### config.mk
export PLATFORM = sky130hd
export DESIGN_NAME = hack_cpu_ctrl
export DESIGN_NICKNAME = d
export VERILOG_FILES = /design/src/rtl/hack_pkg.sv /design/src/rtl/hack_jump_cond.sv /design/src/rtl/hack_cpu_ctrl.sv
export SDC_FILE = /design/constraint.sdc
export NUM_CORES = 1
export LEC_CHECK = 0
export ABC_AREA = 1
export BUFFER_PORTS_ARGS = -buffer_cell sky130_fd_sc_hd__buf_2
export CAP_MARGIN = 10
export CORE_MARGIN = 3
export CORE_UTILIZATION = 45
export CTS_BUF_LIST = sky130_fd_sc_hd__clkbuf_2 sky130_fd_sc_hd__clkbuf_4 sky130_fd_sc_hd__clkbuf_8
export CTS_CLUSTER_DIAMETER = 100
export DETAILED_ROUTE_END_ITERATION = 8
export PLACE_DENSITY = 0.69
export SLEW_MARGIN = 15
export SYNTH_ARGS = -nofsm -noshare
export SYNTH_HDL_FRONTEND = slang
export SYNTH_HIERARCHICAL = 1
export SYNTH_SLANG_ARGS = --single-unit
### constraint.sdc
create_clock -name clk -period 7.6 [get_ports clk]
set_clock_uncertainty 0.1 [all_clocks]
set_input_delay 0.38 -clock clk [delete_from_list [all_inputs] [get_ports clk]]
set_output_delay 0.38 -clock clk [all_outputs]
set_load 0.03 [all_outputs]
### src/rtl/hack_pkg.sv
// Shared definitions for the Hack CPU control stage: FSM states,
// instruction field positions, ALU control type and default widths.
package hack_pkg;

  localparam int PC_W   = 15;
  localparam int DATA_W = 16;

  // Instruction field bit positions
  localparam int IS_C    = 15;
  localparam int A_BIT   = 12;
  localparam int COMP_HI = 11;
  localparam int COMP_LO = 6;
  localparam int DEST_A  = 5;
  localparam int DEST_D  = 4;
  localparam int DEST_M  = 3;
  localparam int JMP_HI  = 2;
  localparam int JMP_LO  = 0;

  // {zx,nx,zy,ny,f,no}
  typedef logic [5:0] alu_ctrl_t;

  typedef enum logic [1:0] {
    FETCH,
    EXEC,
    MEM_WAIT
  } state_t;

endpackage

### src/rtl/hack_jump_cond.sv
// Jump decision from the three jump bits and the ALU flags.
module hack_jump_cond (
  input  logic [2:0] j,
  input  logic       zr,
  input  logic       ng,
  output logic       jump
);

  // Negative, zero or strictly positive result, each enabled by one jump bit
  always_comb begin
    jump = (j[2] & ng) | (j[1] & zr) | (j[0] & ~ng & ~zr);
  end

endmodule

### src/rtl/hack_cpu_ctrl.sv
// Multicycle Hack CPU control/datapath stage wrapped around an external ALU.
// Fetch uses valid/ready, data writes use req/ack.
// Optional macro HACK_CPU_RETIRE_CNT_EN adds a 32-bit retired instruction counter.
module hack_cpu_ctrl #(
  parameter int PC_W   = hack_pkg::PC_W,
  parameter int DATA_W = hack_pkg::DATA_W
) (
  input  logic              clk,
  input  logic              reset,
  input  logic [DATA_W-1:0] instr,
  input  logic              instr_valid,
  output logic              instr_ready,
  output logic [PC_W-1:0]   pc,
  output logic [DATA_W-1:0] alu_x,
  output logic [DATA_W-1:0] alu_y,
  output logic [5:0]        alu_ctrl,
  input  logic [DATA_W-1:0] alu_out,
  input  logic              alu_zr,
  input  logic              alu_ng,
  output logic [PC_W-1:0]   mem_addr,
  input  logic [DATA_W-1:0] mem_in,
  output logic [DATA_W-1:0] mem_out,
  output logic              mem_write,
  input  logic              mem_ack
`ifdef HACK_CPU_RETIRE_CNT_EN
  ,
  output logic [31:0]       retired_cnt
`endif
);

  import hack_pkg::*;

  state_t            state_q, state_d;
  logic [DATA_W-1:0] ir_q, ir_d;
  logic [DATA_W-1:0] a_q, a_d;
  logic [DATA_W-1:0] d_q, d_d;
  logic [PC_W-1:0]   pc_q, pc_d;
  logic [PC_W-1:0]   wr_addr_q, wr_addr_d;
  logic [PC_W-1:0]   pend_pc_q, pend_pc_d;
  logic              mem_write_q, mem_write_d;
  logic [DATA_W-1:0] mem_out_q, mem_out_d;

  logic              jump;
  logic [PC_W-1:0]   pc_inc;
  logic [PC_W-1:0]   jump_target;
  alu_ctrl_t         ctrl_bits;

  hack_jump_cond u_jump_cond (
    .j    (ir_q[JMP_HI:JMP_LO]),
    .zr   (alu_zr),
    .ng   (alu_ng),
    .jump (jump)
  );

  assign pc_inc      = pc_q + PC_W'(1);
  assign jump_target = jump ? a_q[PC_W-1:0] : pc_inc;
  assign ctrl_bits   = ir_q[COMP_HI:COMP_LO];

  assign instr_ready = (state_q == FETCH) && !reset;
  assign pc          = pc_q;
  assign alu_x       = d_q;
  assign alu_y       = ir_q[A_BIT] ? mem_in : a_q;
  assign alu_ctrl    = ctrl_bits;
  assign mem_addr    = (state_q == MEM_WAIT) ? wr_addr_q : a_q[PC_W-1:0];
  assign mem_out     = mem_out_q;
  assign mem_write   = mem_write_q;

  // State and architectural registers; reset clears everything immediately
  always_ff @(posedge clk or posedge reset) begin
    if (reset) begin
      state_q     <= FETCH;
      ir_q        <= '0;
      a_q         <= '0;
      d_q         <= '0;
      pc_q        <= '0;
      wr_addr_q   <= '0;
      pend_pc_q   <= '0;
      mem_write_q <= 1'b0;
      mem_out_q   <= '0;
    end else begin
      state_q     <= state_d;
      ir_q        <= ir_d;
      a_q         <= a_d;
      d_q         <= d_d;
      pc_q        <= pc_d;
      wr_addr_q   <= wr_addr_d;
      pend_pc_q   <= pend_pc_d;
      mem_write_q <= mem_write_d;
      mem_out_q   <= mem_out_d;
    end
  end

  // Next-state and register updates; write targets and jump target use A before this cycle's write
  always_comb begin
    state_d     = state_q;
    ir_d        = ir_q;
    a_d         = a_q;
    d_d         = d_q;
    pc_d        = pc_q;
    wr_addr_d   = wr_addr_q;
    pend_pc_d   = pend_pc_q;
    mem_write_d = mem_write_q;
    mem_out_d   = mem_out_q;
    case (state_q)
      FETCH: begin
        if (instr_valid && instr_ready) begin
          ir_d    = instr;
          state_d = EXEC;
        end
      end
      EXEC: begin
        if (!ir_q[IS_C]) begin
          a_d     = ir_q;
          pc_d    = pc_inc;
          state_d = FETCH;
        end else begin
          if (ir_q[DEST_A]) a_d = alu_out;
          if (ir_q[DEST_D]) d_d = alu_out;
          if (ir_q[DEST_M]) begin
            wr_addr_d   = a_q[PC_W-1:0];
            mem_out_d   = alu_out;
            pend_pc_d   = jump_target;
            mem_write_d = 1'b1;
            state_d     = MEM_WAIT;
          end else begin
            pc_d    = jump_target;
            state_d = FETCH;
          end
        end
      end
      MEM_WAIT: begin
        if (mem_ack) begin
          mem_write_d = 1'b0;
          pc_d        = pend_pc_q;
          state_d     = FETCH;
        end
      end
      default: state_d = FETCH;
    endcase
  end

`ifdef HACK_CPU_RETIRE_CNT_EN
  logic retire;

  assign retire = ((state_q == EXEC) && !(ir_q[IS_C] && ir_q[DEST_M])) ||
                  ((state_q == MEM_WAIT) && mem_ack);

  // Count every instruction that returns the FSM to FETCH
  always_ff @(posedge clk or posedge reset) begin
    if (reset) begin
      retired_cnt <= '0;
    end else if (retire) begin
      retired_cnt <= retired_cnt + 32'd1;
    end
  end
`endif

endmodule

* After elaboration in Yosys (flattened, before gate mapping) *
Index checks and enable logic that the tools add are counted.

cells by class
  add/subtract/negate cells = 1
  equal/unequal tests = 8
  mux-type cells = 18
  bitwise logic cells = 8
  reduce and logical (&&, ||, !) cells = 12

operators by type and width
  operator                                              count
  two-way mux 15 bit                                    5
  two-way mux 16 bit                                    3
  one-hot mux 15 bit (2 select lines)                   1
  adder 15 x 1 -> 15 bit (second input constant)        1
  AND reduction 3 bit                                   3
  two-way mux 2 bit                                     4
  != test 2 bit (second input constant)                 4
  one-hot mux 2 bit (3 select lines)                    1
  AND reduction 2 bit                                   3
  AND 1 bit                                             4
  AND reduction 4 bit                                   1
  two-way mux 1 bit                                     3
  != test 3 bit (second input constant)                 1
  equality test 2 x 1 -> 1 bit (second input constant)  1
  equality test 2 bit (second input constant)           1
  logical AND 1 bit                                     2
  zero test 2 bit                                       1
  != test 2 x 1 -> 1 bit (second input constant)        1
  inverter 1 bit                                        2
  bitwise OR 1 bit                                      2
  one-hot mux 1 bit (2 select lines)                    1
  nonzero test 2 bit                                    1
  zero test 1 bit                                       1

storage, ports and cells
  flip-flop bits (word level) = 112
  bits of input ports = 54
  output and inout bits = 86
  logic and storage cells = 56

* Depth between registers and ports, before layout *
  depth in word-level cells = 8
  mapped depth = 11
  gate-level depth less buffers = 11

* By module *
The synthesis kept the hierarchy.

by module, submodules not included
  module          instances  cells an instance  area an instance (µm²)  seq. area each (µm²)
  hack_cpu_ctrl   1          698                5,545.3                 2,802.7
  hack_jump_cond  1          7                  30.0                    0.0

* Worst setup path before layout *
OpenSTA, ideal clock, no wires.

  kind = register -> output
  start point = register state_q[1]
  end point = output mem_addr[10]
  arrival = 1.622 ns
  data required time = 7.120 ns
  slack = 5.498 ns
  cell stages (with the launch flop) = 6
  path buffers = 2
  path through = dfrtp_1 > nand2_2 > inv_1 > clkbuf_8 > clkbuf_1 > o21ai_0

between the ends
  longest elaborated chain between the ends = 2

RTL lines
  what                      line                 text
  start: declaration        hack_cpu_ctrl.sv:33  state_t state_q, state_d;
  start signal: assignment  hack_cpu_ctrl.sv:81  state_q <= state_d;
  equality test 2 bit       hack_cpu_ctrl.sv:64  assign mem_addr = (state_q == MEM_WAIT) ? wr_addr_q : a_q[PC_W-1:0];
  two-way mux 15 bit        hack_cpu_ctrl.sv:64
  end: declaration          hack_cpu_ctrl.sv:20  output logic [PC_W-1:0] mem_addr,

Every way passes these cells.

* Worst setup path in the final report *
  start point = register state_q[0]
  end point = output mem_addr[13]

Same word-level chain as after synthesis.

==> results.py <==
metrics = {
    "setup_path": {
        "critPathKind": "reg -> out",
        "cp_max_fo": 35,
        "path_common_cell": "inv_1",
        "end_kind": "primary output",
        "arrival_ns": 2.43,
        "cp.required_ns": 7.12,
        "max_stage_delay_ns": 0.41,
        "worst-path-buf-inv": 4,
        "crit_slowest_cell": "dfrtp_1",
        "start_kind": "flip-flop",
        "path_delay_family": "buffers and inverters",
        "path_cells": "inv_1, nand2_2, inv_1, buf_4, nand2_1, o21ai_0, buf_2",
    },
    "clock_network": {
        "tritoncts": "built",
        "cts_buffers": 9,
        "clk_path_buf_depth": 2,
        "cts_resized": 0,
        "htree_num_levels": 3,
        "clk_pin_slew_ns": 0.11,
        "cts.sinks": 112,
        "clkLatencyLatePin_ns": 0.39,
        "clock-root-buffer": "clkbuf_8",
        "post_cts_buffers": 0,
    },
    "cells_and_area": {
        "syn_to_final_growth_pct": 15.7,
        "drive_gt1_share_pct": 21.7,
        "ff_latch_area_sq_um": 2800,
        "antenna_cells": 0,
        "fin_nets": 871,
        "multi_input_area_sq_um": 2260,
        "nFillCells": 1141,
    },
    "power": {
        "p_leak_nw": 3.37,
        "vdd_ir_drop_max_uv": 197,
        "report.power.total_w": 0.00267,
        "power_density_nw_per_um2": 413,
    },
    "detailed_routing": {
        "wl_per_cell_um": 15.4,
        "drc": 0,
        "drt_iter0_drc": 415,
        "first_pass_iters": 6,
        "routed_wl_um": 15300,
        "postRouteAntennaNets": 0,
        "vias": 5074,
        "routed_via_density": 5.13,
    },
    "sta": {
        "timing.setup.tns_ns": 0,
        "finalHoldViolations": 0,
        "rsz0062_at_grt": "no",
        "slew_headroom_pct": 29.7,
        "clock.fmax_ghz": 0.344,
        "drv_slew": 0,
        "period_share_pct": 38.3,
        "worst_slew_pin_slew_ns": 1.05,
        "finalSetupViolCount": 0,
        "fin_crit_ns": 2.91,
    },
    "yosys": {
        "ys_warn_count": 6,
        "synthCells": 705,
        "ys_top_cells_by_count": "nand2_1 (233), dfrtp_1 (112), o21ai_0 (112), inv_1 (66), nand3_1 (38)",
        "avgSynthCellArea_sq_um": 7.91,
        "ys_async_sr_fraction_pct": 100,
        "synth_area_sq_um": 5580,
        "ys_dominant_reg_cell": "dfrtp_1",
        "synth_area_leaders": "dfrtp_1 (50%), nand2_1 (16%), o21ai_0 (10%), inv_1 (4.4%), nand3_1 (3.4%)",
        "synth_nets": 760,
        "synth_edf_count": 0,
        "synth_top_area_share_pct": 50.3,
        "synth_area_leader_cell": "dfrtp_1",
        "synth.most_common_cell": "nand2_1",
        "ys_seq_elements": 112,
        "ys_seq_area_share_pct": 50.3,
        "ys_types": 35,
    },
    "grt": {
        "grt_first_pass_wirelength_um": 25200,
        "antenna_found_initial": 0,
        "grt_pass1_vias": 4900,
        "grt_max_degree": 71,
        "gr-total-overflow": 0,
        "grt_usage_pct": 22.6,
    },
    "placed_design": {
        "routabilityCongestion": 0.850,
        "io_buffers": 139,
        "dpl.hpwl_um": 11100,
    },
    "die": {
        "die_x_um": 117,
        "rows": 40,
        "initial_core_util_pct": 46.2,
        "ios": 140,
        "coreArea_sq_um": 12100,
        "die_y_um": 117,
        "dieArea_sq_um": 13800,
    },
    "min_path": {
        "min_path_type": "in -> reg",
    },
    "status": {
        "status": "finished clean",
    },
    "flow_run": {
        "maxCapViolCount": 0,
    },
}
-- per-stage QoR --
| stage | worst slack (ns) | instance area, sq um | hold WS [ns] | util, % | cells |
|---|---|---|---|---|---|
| floorplan | 4.16 | 5580 | 0.350 | - | 705 |
| global placement | 5.16 | 6250 | 0.362 | 51.8 | 972 |
| detailed placement | 5.11 | 6250 | 0.370 | 51.8 | 972 |
| CTS | 4.70 | 6440 | 0.0737 | 53.4 | 989 |
| global route | 4.42 | 6450 | 0.0721 | 53.5 | 989 |
| finish | 4.69 | 6450 | 0.0801 | 53.5 | 989 |
-- layout by cell type, fill, tap and decap left out, types with 2 or more instances in the layout --
| master | Yosys | final |
|---|---|---|
| nor2_1 | 19 | 19 |
| o21ai_1 | 2 | 2 |
| buf_2 | 16 | 139 |
| nor2_2 | 3 | 3 |
| nand2_1 | 233 | 233 |
| or2_2 | 2 | 2 |
| clkinvlp_4 | 0 | 2 |
| nand3_1 | 38 | 38 |
| inv_1 | 66 | 65 |
| o21bai_1 | 2 | 2 |
| nand3b_1 | 2 | 2 |
| o211ai_1 | 18 | 18 |
| inv_6 | 0 | 2 |
| a21oi_1 | 22 | 22 |
| dfrtp_1 | 112 | 112 |
| xnor2_1 | 3 | 3 |
| clkinv_2 | 0 | 2 |
| o21ai_0 | 112 | 112 |
| nand3_2 | 2 | 2 |
| a31oi_1 | 6 | 6 |
| buf_4 | 6 | 4 |
| clkbuf_8 | 4 | 10 |
| inv_2 | 2 | 2 |
| nand4_1 | 6 | 6 |
-- logic make-up after synthesis --
| logic type | after synthesis | share of synthesized area [%] |
|---|---|---|
| AO/OA/AOI/OAI | 165 | 16.0 |
| XOR/XNOR | 5 | 0.920 |
| adder cells (fa/ha/maj) | 1 | 0.224 |
| buffers and inverters | 112 | 9.25 |
| flip-flops | 112 | 50.3 |
| AND/OR/NAND/NOR | 310 | 23.3 |
-- what timing repair did --
| item | in CTS | in global routing |
|---|---|---|
| hold buffers | 1 | 0 |
| setup endpoints to repair | 0 | 0 |
| hold endpoints to repair | 42 | 0 |
-- worst paths after layout --
check,endpoint,from,slack (ns),cells past startpoint
max,mem_addr[13],state_q[0],4.69,7
min,ir_q[10],instr[10],0.08,3
max reg2reg,pend_pc_q[10],state_q[1],5.08,6
min reg2reg,mem_out[12],mem_out[12],0.40,2
max in group asynchronous,a_q[8],reset,5.58,4
min in group asynchronous,alu_x[12],reset,0.52,3
-- worst register-to-register path: stages, from the launching register on --
cell and delay, ns:
dfrtp_1 0.45, nor2_4 0.17, nand3_2 0.53, buf_4 0.50, inv_1 0.43, nand3_1 0.14
o21ai_0 0.11
-- cell type report --
cell class                 count  area share (%)
clock inverter                 6           0.659
tap                          168            3.26
timing repair buffer         144            11.4
clock buffer                  10            2.13
multi-input combinational    481            35.1
inverter                      68            4.00
sequential                   112            43.4
-- per-layer routing --
| layer | global-route usage (%) | wire length [um] | up-vias |
|---|---|---|---|
| li1 | - | - | 2484 |
| met1 | 31.0 | 6800 | 2389 |
| met2 | 36.3 | 7230 | 179 |
| met3 | 4.68 | 943 | 22 |
| met4 | 7.18 | 303 | 0 |
| met5 | 0 | 0 | - |
-- flip-flops by register name, indices dropped and copies added (netlist names) --
register / count
pend_pc_q: 15
alu_x: 16
a_q: 16
state_q: 2
ir_q: 16
mem_write: 1
mem_out: 16
pc: 15
wr_addr_q: 15
-- power by group --
part | leakage [nW] | switching [W] | total, W | internal [W]
Sequential | 1.35 | 0.000186 | 0.00103 | 0.000847
Combinational | 1.94 | 0.000926 | 0.00130 | 0.000370
Clock | 0.0891 | 0.000207 | 0.000336 | 0.000129
(Power assumes the default switching activity.)
